**src/rtl/prog_loader_pkg.sv**
```systemverilog
// prog_loader_pkg
//   Shared definitions for the boot-time program loader: the frame sync byte,
//   the loader FSM state encoding and the instruction-width derivation.
//   No ports (package).
package prog_loader_pkg;

  // First byte of every frame; anything else seen while idle is line noise.
  localparam logic [7:0] SYNC_BYTE = 8'hA5;

  typedef enum logic [2:0] {
    ST_IDLE  = 3'd0,
    ST_LEN_H = 3'd1,
    ST_LEN_L = 3'd2,
    ST_DATA  = 3'd3,
    ST_CHK   = 3'd4,
    ST_DONE  = 3'd5,
    ST_ERR   = 3'd6
  } state_t;

  // Instruction word width in bits for a given number of bytes per word.
  function automatic int calc_instr_w(input int instr_bytes);
    return 8 * instr_bytes;
  endfunction

endpackage

```
**src/rtl/prog_loader_if.sv**
```systemverilog
// prog_loader_if
//   Bundles the loader's byte-stream input, reload pulse, instruction-memory
//   write port and status outputs.
//   master : byte source / system side (drives rx_data, rx_valid, reload)
//   slave  : the loader (drives rx_ready, imem_*, cpu_rst, load_done, load_err)
//   Parameters INSTR_BYTES and ADDR_W must match those of the loader.
interface prog_loader_if
  import prog_loader_pkg::*;
#(
  parameter int INSTR_BYTES = 2,
  parameter int ADDR_W      = 8
);
  localparam int INSTR_W = calc_instr_w(INSTR_BYTES);

  logic [7:0]         rx_data;
  logic               rx_valid;
  logic               rx_ready;
  logic               reload;
  logic               imem_we;
  logic [ADDR_W-1:0]  imem_addr;
  logic [INSTR_W-1:0] imem_wdata;
  logic               cpu_rst;
  logic               load_done;
  logic               load_err;

  modport master (
    output rx_data, rx_valid, reload,
    input  rx_ready, imem_we, imem_addr, imem_wdata, cpu_rst, load_done, load_err
  );

  modport slave (
    input  rx_data, rx_valid, reload,
    output rx_ready, imem_we, imem_addr, imem_wdata, cpu_rst, load_done, load_err
  );

endinterface

```
**src/rtl/prog_word_asm.sv**
```systemverilog
// prog_word_asm
//   Assembles incoming bytes, MSB first, into instruction words.
//   Ports:
//     clk          in   system clock
//     rst          in   asynchronous active-high reset
//     i_clear      in   restart assembly at byte 0 (has priority over i_shift_en)
//     i_shift_en   in   i_byte is a data byte to be taken this cycle
//     i_byte       in   data byte
//     o_word_ready out  this cycle's byte completes a word (combinational pulse)
//     o_word       out  the word as it stands including this cycle's byte;
//                       valid as a full word while o_word_ready is high
module prog_word_asm
  import prog_loader_pkg::*;
#(
  parameter int INSTR_BYTES = 2
) (
  input  logic                                 clk,
  input  logic                                 rst,
  input  logic                                 i_clear,
  input  logic                                 i_shift_en,
  input  logic [7:0]                           i_byte,
  output logic                                 o_word_ready,
  output logic [calc_instr_w(INSTR_BYTES)-1:0] o_word
);
  localparam int INSTR_W = calc_instr_w(INSTR_BYTES);
  localparam int BC_W    = (INSTR_BYTES > 1) ? $clog2(INSTR_BYTES) : 1;
  localparam logic [BC_W-1:0] LAST_BYTE = BC_W'(INSTR_BYTES - 1);

  logic [BC_W-1:0] r_byte_cnt;
  logic            w_last_byte;

  assign w_last_byte  = (r_byte_cnt == LAST_BYTE);
  assign o_word_ready = i_shift_en & ~i_clear & w_last_byte;

  // Byte position within the current word, counting modulo INSTR_BYTES.
  always_ff @(posedge clk or posedge rst) begin
    if (rst) begin
      r_byte_cnt <= '0;
    end else if (i_clear) begin
      r_byte_cnt <= '0;
    end else if (i_shift_en) begin
      r_byte_cnt <= w_last_byte ? '0 : r_byte_cnt + BC_W'(1);
    end
  end

  generate
    if (INSTR_BYTES == 1) begin : g_single
      assign o_word = i_byte;
    end else begin : g_multi
      // Holds the earlier bytes of the word; the current byte is appended
      // combinationally so the completed word is available in the same
      // cycle as its last byte. Older bytes simply shift out, so no clear
      // is needed at a word boundary.
      logic [INSTR_W-9:0] r_shift;

      assign o_word = {r_shift, i_byte};

      always_ff @(posedge clk or posedge rst) begin
        if (rst) begin
          r_shift <= '0;
        end else if (i_clear) begin
          r_shift <= '0;
        end else if (i_shift_en) begin
          r_shift <= o_word[INSTR_W-9:0];
        end
      end
    end
  endgenerate

endmodule

```
**src/rtl/prog_loader.sv**
```systemverilog
// prog_loader
//   Boot-time program loader. Receives a framed byte stream
//     0xA5, LEN_HI, LEN_LO, N words of data bytes (MSB first), CHK
//   writes word k to instruction-memory address k, and releases the core
//   reset only once the whole image is written and the XOR checksum of the
//   data bytes matches CHK.
//   Ports:
//     clk     in   system clock, all state on the rising edge
//     rst     in   asynchronous active-high reset
//     io_bus  slave side of prog_loader_if:
//       rx_data/rx_valid/rx_ready  byte stream, accepted on valid & ready
//       reload                     1-cycle abort/restart pulse
//       imem_we/imem_addr/imem_wdata  instruction-memory write port
//       cpu_rst                    core reset (1 = held)
//       load_done / load_err       final status of the last frame
module prog_loader
  import prog_loader_pkg::*;
#(
  parameter int INSTR_BYTES = 2,
  parameter int ADDR_W      = 8
) (
  input  logic         clk,
  input  logic         rst,
  prog_loader_if.slave io_bus
);
  localparam int INSTR_W = calc_instr_w(INSTR_BYTES);
  // Largest legal image, in words. 17 bits so 2**16 still fits.
  localparam logic [16:0] MAX_WORDS = 17'(2 ** ADDR_W);

  state_t             r_state;
  logic               r_rx_ready;
  logic               r_cpu_rst;
  logic               r_load_done;
  logic               r_load_err;
  logic               r_imem_we;
  logic [ADDR_W-1:0]  r_imem_addr;
  logic [INSTR_W-1:0] r_imem_wdata;
  logic [7:0]         r_len_hi;
  logic [15:0]        r_len;
  logic [15:0]        r_word_cnt;
  logic [7:0]         r_xor;

  logic               w_accept;
  logic               w_shift_en;
  logic               w_asm_clear;
  logic               w_word_ready;
  logic [INSTR_W-1:0] w_word;
  logic [15:0]        w_len_new;
  logic               w_len_bad;
  logic               w_last_word;

  assign w_accept    = io_bus.rx_valid & r_rx_ready;
  // reload wins over a simultaneous byte, so that byte must not reach the
  // word assembler either.
  assign w_shift_en  = w_accept & ~io_bus.reload & (r_state == ST_DATA);
  assign w_asm_clear = io_bus.reload | (r_state != ST_DATA);
  assign w_len_new   = {r_len_hi, io_bus.rx_data};
  assign w_len_bad   = (w_len_new == 16'd0) || ({1'b0, w_len_new} > MAX_WORDS);
  assign w_last_word = (({1'b0, r_word_cnt} + 17'd1) == {1'b0, r_len});

  prog_word_asm #(
    .INSTR_BYTES (INSTR_BYTES)
  ) u_word_asm (
    .clk          (clk),
    .rst          (rst),
    .i_clear      (w_asm_clear),
    .i_shift_en   (w_shift_en),
    .i_byte       (io_bus.rx_data),
    .o_word_ready (w_word_ready),
    .o_word       (w_word)
  );

  // Single FSM with all outputs registered. The memory write is launched on
  // the same edge that accepts a word's last byte, so imem_we is high in the
  // following cycle; for the last word that cycle ends no later than the
  // edge that accepts CHK and releases the core.
  always_ff @(posedge clk or posedge rst) begin
    if (rst) begin
      r_state      <= ST_IDLE;
      r_rx_ready   <= 1'b1;
      r_cpu_rst    <= 1'b1;
      r_load_done  <= 1'b0;
      r_load_err   <= 1'b0;
      r_imem_we    <= 1'b0;
      r_imem_addr  <= '0;
      r_imem_wdata <= '0;
      r_len_hi     <= '0;
      r_len        <= '0;
      r_word_cnt   <= '0;
      r_xor        <= '0;
    end else begin
      r_imem_we <= 1'b0;
      if (io_bus.reload) begin
        r_state     <= ST_IDLE;
        r_rx_ready  <= 1'b1;
        r_cpu_rst   <= 1'b1;
        r_load_done <= 1'b0;
        r_load_err  <= 1'b0;
        r_len_hi    <= '0;
        r_len       <= '0;
        r_word_cnt  <= '0;
        r_xor       <= '0;
      end else begin
        case (r_state)
          ST_IDLE: begin
            if (w_accept && (io_bus.rx_data == SYNC_BYTE)) begin
              r_state <= ST_LEN_H;
            end
          end
          ST_LEN_H: begin
            if (w_accept) begin
              r_len_hi <= io_bus.rx_data;
              r_state  <= ST_LEN_L;
            end
          end
          ST_LEN_L: begin
            if (w_accept) begin
              r_len      <= w_len_new;
              r_word_cnt <= '0;
              r_xor      <= '0;
              if (w_len_bad) begin
                r_state    <= ST_ERR;
                r_rx_ready <= 1'b0;
                r_load_err <= 1'b1;
              end else begin
                r_state <= ST_DATA;
              end
            end
          end
          ST_DATA: begin
            if (w_accept) begin
              r_xor <= r_xor ^ io_bus.rx_data;
              if (w_word_ready) begin
                r_imem_we    <= 1'b1;
                r_imem_addr  <= r_word_cnt[ADDR_W-1:0];
                r_imem_wdata <= w_word;
                // The counter is left at the last index rather than stepping
                // past 2**ADDR_W-1, so it never wraps.
                if (w_last_word) begin
                  r_state <= ST_CHK;
                end else begin
                  r_word_cnt <= r_word_cnt + 16'd1;
                end
              end
            end
          end
          ST_CHK: begin
            if (w_accept) begin
              r_rx_ready <= 1'b0;
              if (io_bus.rx_data == r_xor) begin
                r_state     <= ST_DONE;
                r_cpu_rst   <= 1'b0;
                r_load_done <= 1'b1;
              end else begin
                r_state    <= ST_ERR;
                r_load_err <= 1'b1;
              end
            end
          end
          default: begin
            // DONE and ERR hold until reload or rst.
          end
        endcase
      end
    end
  end

  assign io_bus.rx_ready   = r_rx_ready;
  assign io_bus.imem_we    = r_imem_we;
  assign io_bus.imem_addr  = r_imem_addr;
  assign io_bus.imem_wdata = r_imem_wdata;
  assign io_bus.cpu_rst    = r_cpu_rst;
  assign io_bus.load_done  = r_load_done;
  assign io_bus.load_err   = r_load_err;

endmodule

```
**src/flat_wrapper.sv**
```systemverilog
// flat-port wrapper written by rule: the top's interface ports become plain ports
module prog_loader_flat import prog_loader_pkg::*;
#(
  parameter int INSTR_BYTES = 2,
  parameter int ADDR_W      = 8
)
  (clk, rst, io_bus_rx_data, io_bus_rx_valid, io_bus_reload, io_bus_rx_ready, io_bus_imem_we, io_bus_imem_addr, io_bus_imem_wdata, io_bus_cpu_rst, io_bus_load_done, io_bus_load_err);
  prog_loader_if #(.INSTR_BYTES(INSTR_BYTES), .ADDR_W(ADDR_W)) io_bus_i ();
  input  logic clk;
  input  logic rst;
  input wire logic [$bits(io_bus_i.rx_data)-1:0] io_bus_rx_data;
  input wire logic [$bits(io_bus_i.rx_valid)-1:0] io_bus_rx_valid;
  input wire logic [$bits(io_bus_i.reload)-1:0] io_bus_reload;
  output wire logic [$bits(io_bus_i.rx_ready)-1:0] io_bus_rx_ready;
  output wire logic [$bits(io_bus_i.imem_we)-1:0] io_bus_imem_we;
  output wire logic [$bits(io_bus_i.imem_addr)-1:0] io_bus_imem_addr;
  output wire logic [$bits(io_bus_i.imem_wdata)-1:0] io_bus_imem_wdata;
  output wire logic [$bits(io_bus_i.cpu_rst)-1:0] io_bus_cpu_rst;
  output wire logic [$bits(io_bus_i.load_done)-1:0] io_bus_load_done;
  output wire logic [$bits(io_bus_i.load_err)-1:0] io_bus_load_err;
  assign io_bus_i.rx_data = io_bus_rx_data;
  assign io_bus_i.rx_valid = io_bus_rx_valid;
  assign io_bus_i.reload = io_bus_reload;
  assign io_bus_rx_ready = io_bus_i.rx_ready;
  assign io_bus_imem_we = io_bus_i.imem_we;
  assign io_bus_imem_addr = io_bus_i.imem_addr;
  assign io_bus_imem_wdata = io_bus_i.imem_wdata;
  assign io_bus_cpu_rst = io_bus_i.cpu_rst;
  assign io_bus_load_done = io_bus_i.load_done;
  assign io_bus_load_err = io_bus_i.load_err;
  prog_loader #(.INSTR_BYTES(INSTR_BYTES), .ADDR_W(ADDR_W)) u_core (.clk(clk), .rst(rst), .io_bus(io_bus_i));
endmodule
```
**config.mk**
```make
export PLATFORM = sky130hd
export DESIGN_NAME = prog_loader_flat
export DESIGN_NICKNAME = d
export VERILOG_FILES = /design/src/rtl/prog_loader_pkg.sv /design/src/rtl/prog_loader_if.sv /design/src/rtl/prog_word_asm.sv /design/src/rtl/prog_loader.sv /design/src/flat_wrapper.sv
export SDC_FILE = /design/constraint.sdc
export NUM_CORES = 1
export LEC_CHECK = 0
export CORE_MARGIN = 2
export CORE_UTILIZATION = 30
export DETAILED_ROUTE_END_ITERATION = 8
export PLACE_DENSITY_LB_ADDON = 0.15
export SLEW_MARGIN = 10
export SYNTH_ARGS = -nofsm -noshare
export SYNTH_HDL_FRONTEND = slang
export SYNTH_HIERARCHICAL = 1
export SYNTH_SLANG_ARGS = --single-unit
```
**constraint.sdc**
```tcl
create_clock -name clk -period 4.1 [get_ports clk]
set_clock_uncertainty 0.05 [all_clocks]
set_input_delay 0.82 -clock clk [delete_from_list [all_inputs] [get_ports clk]]
set_output_delay 0.82 -clock clk [all_outputs]
set_load 0.005 [all_outputs]
```
# Yosys cells after proc, flatten, opt, wreduce, memory -nomap -nowiden
# Cells that the tools add are included.
# word_totals
reg_bits	89
inputBits	12
out_inout_bits	29
wordCells	122
# classes
addsub	3
order_cmp	1
n_eq_ne	18
muxes	55
bitwise	9
n_reduce_logical	22
# ops
cell	count
16-bit 2-to-1 mux	8
8-bit 2-to-1 mux	8
16-bit one-hot mux with 2 select lines	1
3-bit 2-to-1 mux	9
1-bit 2-to-1 mux	24
3-bit by 2-bit != test with 1-bit output (second input constant)	8
16-bit by 1-bit adder with 17-bit output (second input constant)	1
17-bit by 16-bit == test with 1-bit output	1
16-bit by 1-bit adder with 16-bit output (second input constant)	1
16-bit by 9-bit > comparator with 1-bit output (second input constant)	1
16-bit zero test	1
8-bit one-hot mux with 2 select lines	1
3-bit one-hot mux with 5 select lines	1
2-bit nonzero test	6
5-bit AND reduction	2
3-bit != test (second input constant)	3
8-bit == test	1
8-bit == test (second input constant)	1
4-bit AND reduction	2
8-bit AND reduction	1
8-bit bitwise XOR	1
3-bit by 2-bit == test with 1-bit output (second input constant)	2
3-bit AND reduction	2
3-bit nonzero test	2
other kinds (13)	20

# Logic depth before layout (Yosys ltp)
# Gate-level depths: netlist of run 1.
# depth
depth_word	9
mapped_depth	15
depth_no_buf	11

# Hierarchy
# The synthesis of run 1 kept the hierarchy.
# by_module_without_submodules
mod	n_inst	cells_per_inst	area_per_inst_um2	seq_area_each_um2
prog_loader	1	432	4312.9	2004.4
prog_word_asm	1	39	437.9	225.2

# Worst setup path after synthesis of run 1
# OpenSTA, ideal clock, no wires.
# synth_path
path_kind	input-to-reg
from	input io_bus_reload
to	register u_core.r_state[0]
setup_time_ps	124
arrival_ps	3154
required_ps	3926
setup_slack_ps	772
stages	14
n_path_buf	4
cell_sequence	clkbuf_1 nor2_1 and3_1 clkbuf_1 nand3_1 inv_1 clkbuf_1 buf_6 and3b_2 nor2b_1 o21ai_0 a311oi_1 nor2_1 a211o_1
# synth_via
elab_chain_cells	7
word_cells_on_any_way	17
cone_classes	eq/ne: 7; mux: 1; bitwise: 7; reduce/logical: 2
# synth_lines
item	line_no	source
start: declaration	flat_wrapper.sv:13	input wire logic [$bits(io_bus_i.reload)-1:0] io_bus_reload;
1-bit inverter (no line)	--	
1-bit AND (2 in series)	prog_loader.sv:55	assign w_shift_en = w_accept & ~io_bus.reload & (r_state == ST_DATA);
via u_core.w_shift_en	prog_loader.sv:44	logic w_shift_en;
1-bit AND (2 in series)	prog_word_asm.sv:33	assign o_word_ready = i_shift_en & ~i_clear & w_last_byte;
via u_core.w_word_ready	prog_loader.sv:46	logic w_word_ready;
3-bit != test (no line)	--	
8-bit AND reduction (no line)	--	
end signal: assignment	prog_loader.sv:79	r_state <= ST_IDLE;
end signal: assignment	prog_loader.sv:94	r_state <= ST_IDLE;
end signal: assignment	prog_loader.sv:107	r_state <= ST_LEN_H;
end: declaration	prog_loader.sv:30	state_t r_state;
# The timed path passes the listed nets, and every way through them passes these cells.
# A chain may end at the register's enable or synchronous reset.

# Final worst setup path of run 1
# layout_path
from	register u_core.r_word_cnt[0]
to	register u_core.r_word_cnt[12]
# layout_via
elab_chain_cells	6
word_cells_on_any_way	10
cone_classes	add/sub: 2; eq/ne: 2; mux: 5; reduce/logical: 1
# layout_lines
item	line_no	source
start: declaration	prog_loader.sv:40	logic [15:0] r_word_cnt;
start signal: assignment	prog_loader.sv:142	r_word_cnt <= r_word_cnt + 16'd1;
parallel branches: the longest is 6 deep, another holds 16-bit by 1-bit adder with 17-bit output	--	
# Several ways; the timed one is not identified. The select of a mux whose other input is x is not followed.

==> results of run 1 <==
==> worst paths after layout <==
check,endpoint,slack (ps),cells after the start
setup / recovery,u_core/r_word_cnt[12],720,9
hold / removal,u_core/io_bus.cpu_rst,420,2
setup reg to reg,u_core/r_word_cnt[12],720,9
hold reg to reg,u_core/io_bus.cpu_rst,420,2
max in group asynchronous,u_core/io_bus.cpu_rst,2250,3
min in group asynchronous,u_core/u_word_asm/g_multi.r_shift[6],760,2
==> where the power goes <==
| part | internal, mW | leakage (nW) | switching, mW |
|---|---|---|---|
| registers | 0.908 | 1.23 | 0.0522 |
| logic | 0.118 | 1.01 | 0.168 |
| clock network | 0.481 | 0.144 | 0.377 |
==> worst max-delay path, cell delays in order, from the launching register on <==
cell      delay (ps)
dfrtp_1          510
ha_1             440
nand4_4          160
or4_4            570
xnor2_1          160
o211ai_1         170
o41ai_4          660
buf_4            300
nand4b_1         150
nand3_1           80
==> kinds of logic after synthesis <==
logic type	count (synthesis)
mux	44
xor+xnor	27
buf+inv	60
compound gates	89
simple gates	161
flops	89
fa+ha+maj	1
==> metal layers <==
metal  share of wire  vias to the layer above
li1                -                     1740
met1            0.47                     1769
met2            0.48                       68
met3           0.046                       10
met4           0.012                        0
met5               0                        -
==> Yosys cell counts (all sizes together) (2+ instances only) <==
master	n	area, µm²
a211oi	2	15.0
a21oi	10	50.1
a22o	16	140
a311oi	2	17.5
a31oi	3	18.8
and2	2	12.5
and3	6	37.5
and3b	2	18.8
and4	4	35.0
buf	22	155
clkbuf	24	90.1
dfrtp	87	2180
dfstp	2	52.6
inv	14	52.6
mux2	25	282
mux2i	19	190
nand2	39	146
nand3	17	90.1
nand4	12	96.3
nor2	39	146
nor2b	4	25.0
nor3	2	10.0
nor4	6	43.8
nor4b	2	17.5
o211ai	12	90.1
o21a	2	15.0
o21ai	24	120
o311ai	7	61.3
o31ai	3	22.5
or2	2	12.5
or3	7	43.8
or4	14	109
xnor2	22	193
xor2	5	43.8
==> registers in the layout (all words and copies together), names as in the netlist <==
register / flops
u_core/io_bus.rx_ready: 1
u_core/io_bus.imem_addr: 8
u_core/io_bus.imem_wdata: 16
u_core/io_bus.load_err: 1
u_core/r_len_hi: 8
u_core/io_bus.cpu_rst: 1
u_core/u_word_asm/r_byte_cnt: 1
u_core/r_word_cnt: 16
u_core/io_bus.load_done: 1
u_core/r_state: 3
u_core/r_len: 16
u_core/u_word_asm/g_multi.r_shift: 8
u_core/io_bus.imem_we: 1
u_core/r_xor: 8
==> metrics by stage <==
step / instance area, µm² / utilization / hold WS (ps) / power, mW / cells
final: 5640 / 0.360 / 416 / 2.10 / 717
after global routing: 5640 / 0.360 / 434 / 2.21 / 717
after CTS: 5640 / 0.360 / 420 / 2.14 / 717
after detailed placement: 5330 / 0.341 / 407 / 1.27 / 701
after global placement: 5330 / 0.341 / 403 / 1.26 / 701
after floorplan: 4750 / - / 398 / 1.17 / 471
==> area by class of cell <==
type,count,area (µm²)
clock inverter,6,72.6
clock buffer,10,229
fill,1619,10000
tap,216,270
timing repair buffer,60,551
multi-input combinational,322,2230
sequential,89,2230
inverter,14,53.8
==> cell usage in the layout, fill, tap and decap left out, drive strengths merged, types with 4 or more instances in the layout <==
cell	n
clkbuf	10
nand4	12
nand2	39
nor2	39
and4	4
clkdlybuf4s50	40
o21ai	24
inv	16
mux2i	19
o211ai	12
a21oi	10
and3	6
o311ai	7
or3	7
buf	20
nor4	6
nor2b	4
xnor2	22
a22o	16
or4	14
xor2	5
nand3	17
mux2	25
dfrtp	87
==> results.py, run 1 <==
metrics = {
    "sta": {
        "setup_viol": 0,
        "tightest_slew_ps": 870,
        "fmaxAchievable_ghz": 0.296,
        "final_hold_viol_count": 0,
        "worst_slack_ps": 722,
        "tns_ps": 0,
        "period_share": 0.824,
        "min_period_ps": 3380,
        "grt_setup_unrepaired": "no",
        "slew_viol_final": 0,
        "relSlewSlack": 0.420,
    },
    "global_routing": {
        "grt_pass1_wl_mm": 20.4,
        "grt.total_usage": 0.158,
        "top_usage_layer": "met2",
        "met1_usage": 0.211,
        "grt_remaining_overflow": 0,
        "grt_use_met2": 0.253,
        "grt_pass1_vias": 3617,
        "grt_start_max_net_pins": 48,
        "antenna_found_initial": 0,
        "met3_usage": 0.0410,
    },
    "setup_path": {
        "arrival_ps": 3550,
        "crit_type": "reg -> reg",
        "path_max_fanout": 16,
        "cp-end-kind": "flop",
        "required_ps": 4270,
        "startpoint_type": "flop",
        "r2r_start": "u_core/r_word_cnt[0]",
        "worstSetupStartpoint": "u_core/r_word_cnt[0]",
    },
    "yosys": {
        "async_flop_share": 1.00,
        "synth-simple-area-share": 0.183,
        "avgSynthCellArea_um2": 10.1,
        "synthCells": 471,
        "syn_area_um2": 4750,
        "synth_top_family_by_area": "simple AND/OR/NAND/NOR gates",
        "muxShareOfSynthArea": 0.0993,
        "synth_seq_cells": 89,
        "syn_nets": 484,
        "synth_ff_type": "dfrtp_1",
        "synth_xor_area_frac": 0.0498,
        "seq_area_frac_synth": 0.469,
        "yosys_warnings": 6,
        "synth-adder-area-share": 0.00263,
        "synth_cell_types": 56,
        "synth_edf_count": 0,
        "synth_compound_area_frac": 0.134,
    },
    "pwr": {
        "pwr_density_cell_nw_per_um2": 373,
        "ir_worst_vdd_mv": 0.193,
        "p_leak_nw": 2.38,
    },
    "floorplan": {
        "pin_count": 41,
        "start_util": 0.303,
        "core_um2": 15700,
        "die_w_um": 130,
        "num_rows": 46,
        "dieArea_um2": 16900,
        "fp.dieH_um": 130,
    },
    "placement": {
        "dpl.hpwl_mm": 8.40,
        "portBuffers": 40,
        "place_congestion": 0.821,
        "dp_slack_ps": 637,
    },
    "hold_path": {
        "holdCritStartpoint": "u_core/io_bus.cpu_rst",
        "min_path_type": "reg -> reg",
    },
    "final_layout": {
        "area_delta_synth_final_pct": 18.6,
        "fin_nets": 509,
        "diodes": 0,
        "drive_gt1_frac": 0.148,
    },
    "clock_network": {
        "clk_pin_slew_ps": 70,
        "clock_latency_ps": 350,
        "cts_buffers": 9,
        "htreeDepth": 3,
        "cts_resized": 0,
        "hold_buffers": 0,
        "post_cts_buffers": 0,
        "clock_path_buffers": 2,
        "cts_tree": "done",
        "cts-root-buf": "clkbuf_16",
        "clock-sinks": 89,
    },
    "detailed_routing": {
        "wl_per_cell_um": 16.9,
        "vias": 3587,
        "postRouteWirelength_mm": 12.1,
        "drtAntennaViolNets": 0,
        "via_per_inst": 5.00,
        "first_pass_iters": 4,
        "initialDrtViolationCount": 254,
        "post-route-drc-count": 0,
    },
    "run_status": {
        "status": "finished, final reports clean",
    },
    "flow_run": {
        "max_cap_viol_count": 0,
    },
}
Note: power is estimated with default switching activity, not from simulation.
==> run 2: changes to the inputs <==
==> constraint.sdc (replaced) <==
create_clock -name clk -period 3 [get_ports clk]
set_clock_uncertainty 0.05 [all_clocks]
set_input_delay 0.6 -clock clk [delete_from_list [all_inputs] [get_ports clk]]
set_output_delay 0.6 -clock clk [all_outputs]
set_load 0.005 [all_outputs]
==> results.py, run 2 (same netlist as run 1, synthesis figures left out) <==
metrics = {
    "floorplan": {
        "start_util": 0.303,
        "core_um2": 15700,
        "die_w_um": 130,
        "num_rows": 46,
        "fp.dieH_um": 130,
        "pin_count": 41,
        "dieArea_um2": 16900,
    },
    "placement": {
        "place_congestion": 0.805,
        "portBuffers": 40,
        "dpl.hpwl_mm": 8.53,
    },
    "clock_network": {
        "clock_latency_ps": 350,
        "clk_pin_slew_ps": 70,
        "cts_tree": "done",
        "clock_path_buffers": 2,
        "cts_buffers": 9,
        "cts_resized": 0,
        "hold_buffers": 0,
        "cts-root-buf": "clkbuf_16",
        "post_cts_buffers": 0,
        "clock-sinks": 89,
        "htreeDepth": 3,
    },
    "setup_path": {
        "path_max_fanout": 11,
        "required_ps": 3180,
        "startpoint_type": "flop",
        "arrival_ps": 2990,
        "cp-end-kind": "flop",
        "crit_type": "reg -> reg",
    },
    "final_layout": {
        "fillers": 1583,
        "layout_commonest_cell": "dfrtp_1",
        "fin_nets": 520,
        "area_delta_synth_final_pct": 20.9,
        "diodes": 0,
        "final_cell_mix": "87 x dfrtp_1, 40 x clkdlybuf4s50_1, 39 x nand2_1, 39 x nor2_1, 29 x buf_4",
        "drive_gt1_frac": 0.166,
    },
    "detailed_routing": {
        "wl_per_cell_um": 16.9,
        "initialDrtViolationCount": 206,
        "postRouteWirelength_mm": 12.3,
        "post-route-drc-count": 0,
        "via_per_inst": 4.94,
        "first_pass_iters": 4,
        "vias": 3597,
        "drtAntennaViolNets": 0,
    },
    "global_routing": {
        "met1_usage": 0.211,
        "grt_start_max_net_pins": 41,
        "grt_use_met2": 0.253,
        "antenna_found_initial": 0,
        "grt_pass1_vias": 3576,
        "grt_remaining_overflow": 0,
        "grt_pass1_wl_mm": 20.3,
        "top_usage_layer": "met2",
        "grt.total_usage": 0.159,
        "met3_usage": 0.0455,
    },
    "sta": {
        "final_hold_viol_count": 0,
        "grt_setup_unrepaired": "no",
        "setup_viol": 0,
        "tns_ps": 0,
        "fmaxAchievable_ghz": 0.356,
        "relSlewSlack": 0.554,
        "slew_viol_final": 0,
        "min_period_ps": 2810,
        "period_share": 0.936,
        "tightest_slew_ps": 670,
    },
    "pwr": {
        "pwr_density_cell_nw_per_um2": 499,
        "ir_worst_vdd_mv": 0.281,
        "power_frac_clock": 0.402,
        "swShare": 0.281,
        "p_seq_frac": 0.457,
        "p_comb_frac": 0.140,
        "power.switching_mw": 0.807,
        "p_total_mw": 2.87,
        "intPower_mw": 2.06,
        "p_leak_nw": 2.45,
    },
    "hold_path": {
        "min_path_type": "reg -> reg",
    },
    "run_status": {
        "status": "finished, final reports clean",
    },
    "flow_run": {
        "max_cap_viol_count": 0,
    },
}
-- run 2: cell types whose count changed in the layout (fill, tap and decap cells not counted) --
cell,before,now
buf_12,0,2
buf_4,20,29
a311oi_2,0,1
inv_6,3,2
a311oi_1,2,1
clkbuf_1,1,2
-- run 2: worst max-delay path, stage by stage (launching register included) --
cell and delay, ps:
dfrtp_1 490, and4_1 370, nand3_1 230, nor4b_1 220, nor4_2 410, o41ai_4 160, buf_4 190, or3_1 310
o311ai_1 260
-- run 2: path summary, 6_finish.rpt --
kind                       cells after the start                                   end  slack, ps                  start
max in group asynchronous                      3                     u_core/r_state[2]       1690                    rst
setup reg to reg                               8                  u_core/r_word_cnt[7]        190   u_core/r_word_cnt[3]
min in group asynchronous                      2  u_core/u_word_asm/g_multi.r_shift[4]        530                    rst
setup / recovery                               8                  u_core/r_word_cnt[7]        190   u_core/r_word_cnt[3]
hold reg to reg                                2                 u_core/io_bus.cpu_rst        410  u_core/io_bus.cpu_rst
hold / removal                                 2                 u_core/io_bus.cpu_rst        410  u_core/io_bus.cpu_rst
-- run 2: per-stage QoR --
stage	worst slack (ps)	instance area, µm²	util	std cells	hold slack (ps)
floorplan	31.8	4760	-	471	378
global placement	115	5450	0.348	712	403
detailed placement	97.4	5450	0.348	712	403
CTS	227	5740	0.367	728	420
global route	43.2	5740	0.367	728	437
finish	191	5740	0.367	728	414
-- run 2: per-layer routing --
layer  vias up  part of all wire
met5         -                 0
met4         0            0.0094
met3        12             0.024
met2        58              0.47
met1      1760              0.49
li1       1767                 -
-- run 2: power groups by stage --
| stage | Combinational (mW) | Sequential [mW] | Clock [mW] |
|---|---|---|---|
| floorplan | 0.317 | 1.29 | 0 |
| global placement | 0.405 | 1.33 | 0 |
| detailed placement | 0.408 | 1.33 | 0 |
| CTS | 0.410 | 1.31 | 1.20 |
| global route | 0.449 | 1.32 | 1.26 |
| finish | 0.402 | 1.31 | 1.15 |
-- run 2: area by class of cell --
class / instances / area, µm² / area share
inverter: 14 / 53.8 / 0.00937
timing repair buffer: 71 / 658 / 0.115
sequential: 89 / 2230 / 0.388
clock inverter: 5 / 63.8 / 0.0111
clock buffer: 11 / 233 / 0.0405
multi-input combinational: 322 / 2240 / 0.389
tap: 216 / 270 / 0.0470
